--- config.mk ---
export PLATFORM = sky130hd
export DESIGN_NAME = riscv_mem_arb
export DESIGN_NICKNAME = d
export VERILOG_FILES = /design/src/rtl/riscv_mem_arb.sv
export SDC_FILE = /design/constraint.sdc
export NUM_CORES = 1
export LEC_CHECK = 0
export ABC_AREA = 1
export CORE_MARGIN = 2
export CORE_UTILIZATION = 27
export CTS_BUF_LIST = sky130_fd_sc_hd__clkbuf_2
export DETAILED_ROUTE_END_ITERATION = 12
export HOLD_SLACK_MARGIN = 0.03
export PLACE_DENSITY = 0.68
export SYNTH_ARGS = -nofsm -noshare
export SYNTH_HDL_FRONTEND = slang
export SYNTH_SLANG_ARGS = --single-unit
--- constraint.sdc ---
create_clock -name clk -period 17.75 [get_ports clk]
set_input_delay 5.325 -clock clk [delete_from_list [all_inputs] [get_ports clk]]
set_output_delay 5.325 -clock clk [all_outputs]
set_load 0.005 [all_outputs]
--- src/rtl/riscv_mem_arb.sv ---
// riscv_mem_arb: arbitrates one single-port memory between the instruction
// fetch path (I) and the load/store path (D). One transaction is in flight at
// a time. D wins ties unless it has been granted STARVE_LIMIT times in a row
// while a fetch was waiting, in which case the fetch is forced through.
module riscv_mem_arb #(
  parameter int AW           = 32,
  parameter int DW           = 32,
  parameter int STARVE_LIMIT = 4
) (
  input  logic            clk,
  input  logic            rst,
  // fetch requester
  input  logic            i_req,
  input  logic [AW-1:0]   i_addr,
  output logic            i_gnt,
  output logic            i_rvalid,
  output logic [DW-1:0]   i_rdata,
  // load/store requester
  input  logic            d_req,
  input  logic            d_we,
  input  logic [DW/8-1:0] d_be,
  input  logic [AW-1:0]   d_addr,
  input  logic [DW-1:0]   d_wdata,
  output logic            d_gnt,
  output logic            d_rvalid,
  output logic [DW-1:0]   d_rdata,
  // memory port
  output logic            mem_req,
  output logic            mem_we,
  output logic [DW/8-1:0] mem_be,
  output logic [AW-1:0]   mem_addr,
  output logic [DW-1:0]   mem_wdata,
  input  logic            mem_gnt,
  input  logic            mem_rvalid,
  input  logic [DW-1:0]   mem_rdata,
  // status
  output logic            busy,
  output logic            err
);

  localparam int BW = DW / 8;
  localparam int SW = $clog2(STARVE_LIMIT + 1);
  localparam logic [SW-1:0] STREAK_MAX = SW'(STARVE_LIMIT);

  localparam logic [1:0] ST_IDLE  = 2'd0;
  localparam logic [1:0] ST_ISSUE = 2'd1;
  localparam logic [1:0] ST_WAIT  = 2'd2;

  localparam logic OWN_I = 1'b0;
  localparam logic OWN_D = 1'b1;

  logic [1:0]    state_reg, state_next;
  logic          own_reg;
  logic [SW-1:0] streak_reg;
  logic          grant_i, grant_d;
  logic          resp_done;

  logic          mem_req_reg;
  logic          mem_we_reg;
  logic [BW-1:0] mem_be_reg;
  logic [AW-1:0] mem_addr_reg;
  logic [DW-1:0] mem_wdata_reg;
  logic          i_gnt_reg, d_gnt_reg;
  logic          i_rvalid_reg, d_rvalid_reg;
  logic [DW-1:0] i_rdata_reg, d_rdata_reg;
  logic          busy_reg;
  logic          err_reg;

  // Response accepted only while waiting for one; anything else is stray.
  assign resp_done = (state_reg == ST_WAIT) && mem_rvalid;

  // Arbitration and next-state selection.
  always_comb begin
    state_next = state_reg;
    grant_i    = 1'b0;
    grant_d    = 1'b0;
    case (state_reg)
      ST_IDLE: begin
        if (d_req && (!i_req || (streak_reg < STREAK_MAX))) begin
          grant_d = 1'b1;
        end else if (i_req) begin
          grant_i = 1'b1;
        end
        if (grant_d || grant_i) begin
          state_next = ST_ISSUE;
        end
      end
      ST_ISSUE: begin
        if (mem_gnt) begin
          state_next = ST_WAIT;
        end
      end
      ST_WAIT: begin
        if (mem_rvalid) begin
          state_next = ST_IDLE;
        end
      end
      default: state_next = ST_IDLE;
    endcase
  end

  // FSM state plus the registered status flags derived from the next state.
  always_ff @(posedge clk or posedge rst) begin
    if (rst) begin
      state_reg   <= ST_IDLE;
      busy_reg    <= 1'b0;
      mem_req_reg <= 1'b0;
      i_gnt_reg   <= 1'b0;
      d_gnt_reg   <= 1'b0;
    end else begin
      state_reg   <= state_next;
      busy_reg    <= (state_next != ST_IDLE);
      mem_req_reg <= (state_next == ST_ISSUE);
      i_gnt_reg   <= grant_i;
      d_gnt_reg   <= grant_d;
    end
  end

  // Capture the winner's request into the memory-side registers and owner.
  always_ff @(posedge clk or posedge rst) begin
    if (rst) begin
      own_reg       <= OWN_I;
      mem_we_reg    <= 1'b0;
      mem_be_reg    <= '0;
      mem_addr_reg  <= '0;
      mem_wdata_reg <= '0;
    end else if (grant_d) begin
      own_reg       <= OWN_D;
      mem_we_reg    <= d_we;
      mem_be_reg    <= d_be;
      mem_addr_reg  <= d_addr;
      mem_wdata_reg <= d_wdata;
    end else if (grant_i) begin
      own_reg       <= OWN_I;
      mem_we_reg    <= 1'b0;
      mem_be_reg    <= '1;
      mem_addr_reg  <= i_addr;
      mem_wdata_reg <= '0;
    end
  end

  // Count consecutive D grants taken while a fetch was left waiting.
  always_ff @(posedge clk or posedge rst) begin
    if (rst) begin
      streak_reg <= '0;
    end else if (grant_d) begin
      if (!i_req) begin
        streak_reg <= '0;
      end else if (streak_reg != STREAK_MAX) begin
        streak_reg <= streak_reg + 1'b1;
      end
    end else if (grant_i) begin
      streak_reg <= '0;
    end
  end

  // Route the memory response to the owner; the other side is left alone.
  always_ff @(posedge clk or posedge rst) begin
    if (rst) begin
      i_rvalid_reg <= 1'b0;
      d_rvalid_reg <= 1'b0;
      i_rdata_reg  <= '0;
      d_rdata_reg  <= '0;
    end else begin
      i_rvalid_reg <= resp_done && (own_reg == OWN_I);
      d_rvalid_reg <= resp_done && (own_reg == OWN_D);
      if (resp_done && (own_reg == OWN_I)) begin
        i_rdata_reg <= mem_rdata;
      end
      if (resp_done && (own_reg == OWN_D)) begin
        d_rdata_reg <= mem_rdata;
      end
    end
  end

  // Sticky flag for responses or grants the memory should never have sent.
  always_ff @(posedge clk or posedge rst) begin
    if (rst) begin
      err_reg <= 1'b0;
    end else if ((mem_rvalid && (state_reg != ST_WAIT)) || (mem_gnt && !mem_req_reg)) begin
      err_reg <= 1'b1;
    end
  end

  assign i_gnt     = i_gnt_reg;
  assign d_gnt     = d_gnt_reg;
  assign i_rvalid  = i_rvalid_reg;
  assign d_rvalid  = d_rvalid_reg;
  assign i_rdata   = i_rdata_reg;
  assign d_rdata   = d_rdata_reg;
  assign mem_req   = mem_req_reg;
  assign mem_we    = mem_we_reg;
  assign mem_be    = mem_be_reg;
  assign mem_addr  = mem_addr_reg;
  assign mem_wdata = mem_wdata_reg;
  assign busy      = busy_reg;
  assign err       = err_reg;

endmodule
Yosys cells after proc, flatten, opt, wreduce, memory -nomap -nowiden:

Cells that the tools add are included.

* latch bits: 0
* memory bits (read-only): 0
* input port bits: 139
* memories kept: 0
* flip-flop bits (word level): 146
* bits in writable memories: 0
* word-level logic and storage cells: 64
* output and inout port bits: 140

* multiplexer cells: 24
* add/sub/neg operators: 1
* multiply operators: 0
* shift operators: 0
* order comparisons: 1
* bitwise logic cells: 1
* equal/unequal tests: 6
* reduce and logical (&&, ||, !) cells: 15
* divide/modulo/power cells: 0

Operators by type and width (number)
* $mux W32: 4
* $mux W3: 4
* $mux W1: 10
* $mux W4: 2
* $logic_and A1 B1 Y1: 6
* $mux W2: 3
* $pmux W2 S3: 1
* $eq A2 B1 Y1 const B: 2
* $reduce_bool A2 Y1: 2
* $add A3 B1 Y3 const B: 1
* $logic_or A1 B1 Y1: 3
* $lt A3 B3 Y1 const B: 1
* $ne A3 B2 Y1 const B: 1
* $ne A3 B3 Y1 const B: 1
* $eq A2 B2 Y1 const B: 1
* $logic_not A1 Y1: 2
* $logic_not A2 Y1: 1
* $ne A2 B2 Y1 const B: 1
* $reduce_and A2 Y1: 1
* $not A1 Y1: 1

Depth between registers and ports, before layout:

* word-level depth: 9
* mapped depth: 8
* mapped depth without buffers: 6

Worst setup path before layout:

Ideal clock, no wire load.

* kind: input to register
* from: in d_req
* to: reg mem_req_reg, in the netlist mem_req
* slack: 11.492 ns
* arrival: 6.128 ns
* data required time: 17.620 ns
* stages: 5
* cells stage by stage: buf_2 > o21ai_2 > buf_4 > buf_2 > o21ai_0

* word-level cells in the longest chain between the ends: 7

Ends and longest elaborated chain
* from (decl): line 19 `input logic d_req,`
* $logic_and A1 B1 Y1 *: line 79 `if (d_req && (!i_req || (streak_reg < STREAK_MAX))) begin`
* $mux W1: line 79
* $mux W1: line 77 `case (state_reg)`
* $logic_or A1 B1 Y1 *: line 84 `if (grant_d || grant_i) begin`
* $mux W2 *: line 84
* $pmux W2 S3 *: line 77
* $eq A2 B1 Y1 *: line 113 `mem_req_reg <= (state_next == ST_ISSUE);`
* to (signal assigned): line 113
* to (decl): line 58 `logic mem_req_reg;`

Every way passes the cells marked *; elsewhere a longest branch is shown, timed or not. The select of a mux whose other input is x is not followed.
A chain may end at the register's enable or synchronous reset.

Worst setup path in the final report:

* from: in i_req
* to: reg mem_be_reg[1], in the netlist mem_be[1]

* word-level cells in the longest chain between the ends: 7

Ends and longest elaborated chain
* from (decl): line 13 `input logic i_req,`
* $logic_not A1 Y1
* $logic_or A1 B1 Y1: line 79
* $logic_and A1 B1 Y1: line 79
* $mux W1: line 79
* $mux W1 (2 in a row): line 77
* $mux W4 or $reduce_bool A2 Y1 (tied branches)
* to (signal assigned): line 124 `mem_be_reg <= '0;`
* to (signal assigned): line 130 `mem_be_reg <= d_be;`
* to (signal assigned): line 136 `mem_be_reg <= '1;`
* to (decl): line 60 `logic [BW-1:0] mem_be_reg;`

Parallel ways exist; a longest one is shown, timed or not. The select of a mux whose other input is x is not followed.

==> results.sh <==
export IMPL_cts_buffer_depth=2
export IMPL_die_h_um=155.0
export IMPL_ir_worst_vdd_mv=0.08292
export IMPL_fillers=2295
export IMPL_via_count=5568
export IMPL_yosysMostFrequentCell="nand2_1"
export IMPL_drv_cap=0
export IMPL_cp_max_fo=41
export IMPL_setup_worst_path_start_class="input pin"
export IMPL_postLayoutCellArea_mm2=0.009393
export IMPL_post_cts_setup_buffers=0
export IMPL_hold_depth=2
export IMPL_cp_top_family="simple AND/OR/NAND/NOR gates"
export IMPL_grt_overflow=0
export IMPL_status="complete, no violations"
export IMPL_skew_ns=0.03852
export IMPL_async_reset_ff_share_pct=100.0
export IMPL_ys_types=21
export IMPL_grt_pass1_vias=5518
export IMPL_critPathMaxStageDelay_ns=0.83
export IMPL_clockRootBuffer="clkbuf_2"
export IMPL_io_buffers=278
export IMPL_io_pins=279
export IMPL_rsz0062_at_grt="no"
export IMPL_power_leakage_nw=4.689
export IMPL_grt_usage_pct=15.13
export IMPL_place_ws_ns=9.775
export IMPL_r2r_cells=6
export IMPL_dieArea_mm2=0.02403
export IMPL_routed_wl_um=18020
export IMPL_setup_violations=0
export IMPL_slew_headroom_pct=30.79
export IMPL_hold_class="reg2reg"
export IMPL_reg2reg_from="streak_reg[2]"
export IMPL_netlist_instances=730
export IMPL_antenna_found_initial=1
export IMPL_htree_levels=4
export IMPL_cts_tree="done"
export IMPL_crit_type="in2reg"
export IMPL_fin_crit_sh_pct=40.81
export IMPL_rows=55
export IMPL_path_cells="clkdlybuf4s50_1 > nand2_2 > nand2_1 > nor2_4 > nand2_1 > o21ai_0 > inv_1"
export IMPL_drt_iter0_markers=309
export IMPL_ys_seq_elements=146
export IMPL_timing_final_ws_setup_ns=10.51
export IMPL_viasPerCell=4.316
export IMPL_ys_seq_area_share_pct=59.34
export IMPL_grt_start_max_net_pins=86
export IMPL_maxSlewViolCount=0
export IMPL_powerDensity_mw_per_mm2=146.1
export IMPL_worstHoldStart="mem_addr[4]"
export IMPL_synth_avg_cell_area_um2=8.434
export IMPL_fmax_ghz=0.1380
export IMPL_worst_path_max_delay_cell="nor2_4"
export IMPL_post_route_drc_count=0
export IMPL_cts_sinks=146
export IMPL_synth_top_cells_by_count="269 x nand2_1, 146 x dfrtp_1, 112 x inv_1"
export IMPL_drive_gt1_share_pct=4.980
export IMPL_path_buf_inv=2
export IMPL_syn2layout_area_growth_pct=52.55
export IMPL_synth_edff_count=0
export IMPL_syn_area_mm2=0.006157
export IMPL_worst_pin_slew_ns=1.036
export IMPL_cts_hold_buf=0
export IMPL_synth_main_ff_cell="dfrtp_1"
export IMPL_placed_area_mm2=0.009170
export IMPL_cts_buffers=17
export IMPL_fin_crit_ns=7.244
export IMPL_wl_per_cell_um=13.97
export IMPL_synth_area_leaders="dfrtp_1 59%, nand2_1 16%, inv_1 6.8%"
export IMPL_cp_startpoint="i_req"
export IMPL_critPathMostFrequentCell="nand2_1"
export IMPL_yosys_warnings=0
export IMPL_worstSkewPairLatency_ns=0.68
export IMPL_cts_resized=0
export IMPL_finalPower_mw=1.372
export IMPL_gp_congestion=0.8004
export IMPL_worstPathRequired_ns=18.30
export IMPL_fin_setup_tns_ns=0
export IMPL_drtAntennaViolNets=0
export IMPL_start_util_pct=27.36
export IMPL_cp_num_cells=7
export IMPL_end_kind="flip-flop"
export IMPL_finalHoldViolations=0
export IMPL_place_hpwl_um=12330
export IMPL_grt_first_pass_wirelength_um=28600
export IMPL_fp_coreArea_mm2=0.02250
export IMPL_yosysTopAreaCell="dfrtp_1"
export IMPL_synth_nets=871
export IMPL_cts_clk_slew_worst_paths_ns=0.18
export IMPL_crit_arrival_ns=7.80
export IMPL_dr_pass1_iters=4
export IMPL_finalNetCount=1132
export IMPL_synth_top_cell_area_share_pct=59.34
export IMPL_die_x_um=155.0
layer usage:
metal  vias to the layer above  wire length, µm  global-route usage [%]
li1                       2768                -                       -
met1                      2561             8181                   19.17
met2                       222             8090                   24.55
met3                        17             1458                   4.763
met4                         0              293                   5.115
met5                         -                0                       0
path summary, 6_finish.rpt:
check / endpoint / slack, ns
max in group asynchronous: d_rdata[30] / 11.35
min in group asynchronous: d_rdata[7] / 5.13
worst min-delay path: mem_addr[4] / 0.50
worst min register to register: mem_addr[4] / 0.50
worst max register to register: mem_be[1] / 15.35
worst max-delay path: mem_be[1] / 10.51
layout by cell type (no fill, tap or decap):
master | netlist | layout
nand4_1 | 32 | 32
nand2_1 | 269 | 269
o21ai_4 | 0 | 1
nand3_2 | 0 | 2
clkinvlp_4 | 0 | 1
clkinv_4 | 0 | 4
buf_4 | 1 | 7
nor2_2 | 2 | 1
inv_8 | 0 | 1
or2_1 | 1 | 1
inv_2 | 3 | 3
nand2_2 | 1 | 1
diode_2 | 0 | 1
bufinv_16 | 0 | 1
o21ai_1 | 53 | 53
clkinv_2 | 0 | 3
xor2_1 | 1 | 1
clkdlybuf4s50_1 | 0 | 278
nor2_4 | 1 | 2
clkbuf_2 | 1 | 19
o21ai_0 | 22 | 22
dfrtp_1 | 146 | 146
inv_1 | 112 | 111
inv_6 | 0 | 4
nand3_1 | 38 | 36
ha_1 | 2 | 2
nor2_1 | 3 | 3
tightest hold or removal path: stages, from the launching register on:
cell	delay, ns
dfrtp_1	0.38
nand2_1	0.05
nand2_1	0.06
area by class of cell:
cell class	count	area [µm²]	share of cell area [%]
diodes	1	2.502	0.02664
clock buffers	19	95.09	1.012
clock inverters	13	125.1	1.332
inverters	115	436.7	4.649
multi-input cells	426	1888	20.10
flip-flops and latches	146	3654	38.90
well taps	285	356.6	3.796
repair buffers	285	2835	30.19
kinds of logic (layout without fill, tap and decap cells):
group,count (synthesis),after routing,synth area share (%)
XOR/XNOR,1,1,0.1423
buffers and inverters,158,432,10.36
other,0,1,0
AND/OR/NAND/NOR,347,347,23.51
flip-flops,146,146,59.34
AO/OA/AOI/OAI,76,76,6.239
adder cells (fa/ha/maj),2,2,0.4064
per-stage QoR:
stage / utilization, % / hold WS [ns] / cells
floorplan: - / 0.4701 / 730
global placement: 40.75 / 0.4606 / 1257
finish: 41.74 / 0.5027 / 1290
CTS: 41.73 / 0.5059 / 1289
detailed placement: 40.75 / 0.4636 / 1257
global route: 41.74 / 0.5286 / 1290
where the power goes:
| part | leakage [nW] | internal, mW | switching [mW] |
|---|---|---|---|
| Sequential | 1.83 | 0.476 | 0.0792 |
| Clock | 0.141 | 0.0541 | 0.130 |
| Combinational | 2.72 | 0.350 | 0.283 |
Power figures use the tool's default switching activity.
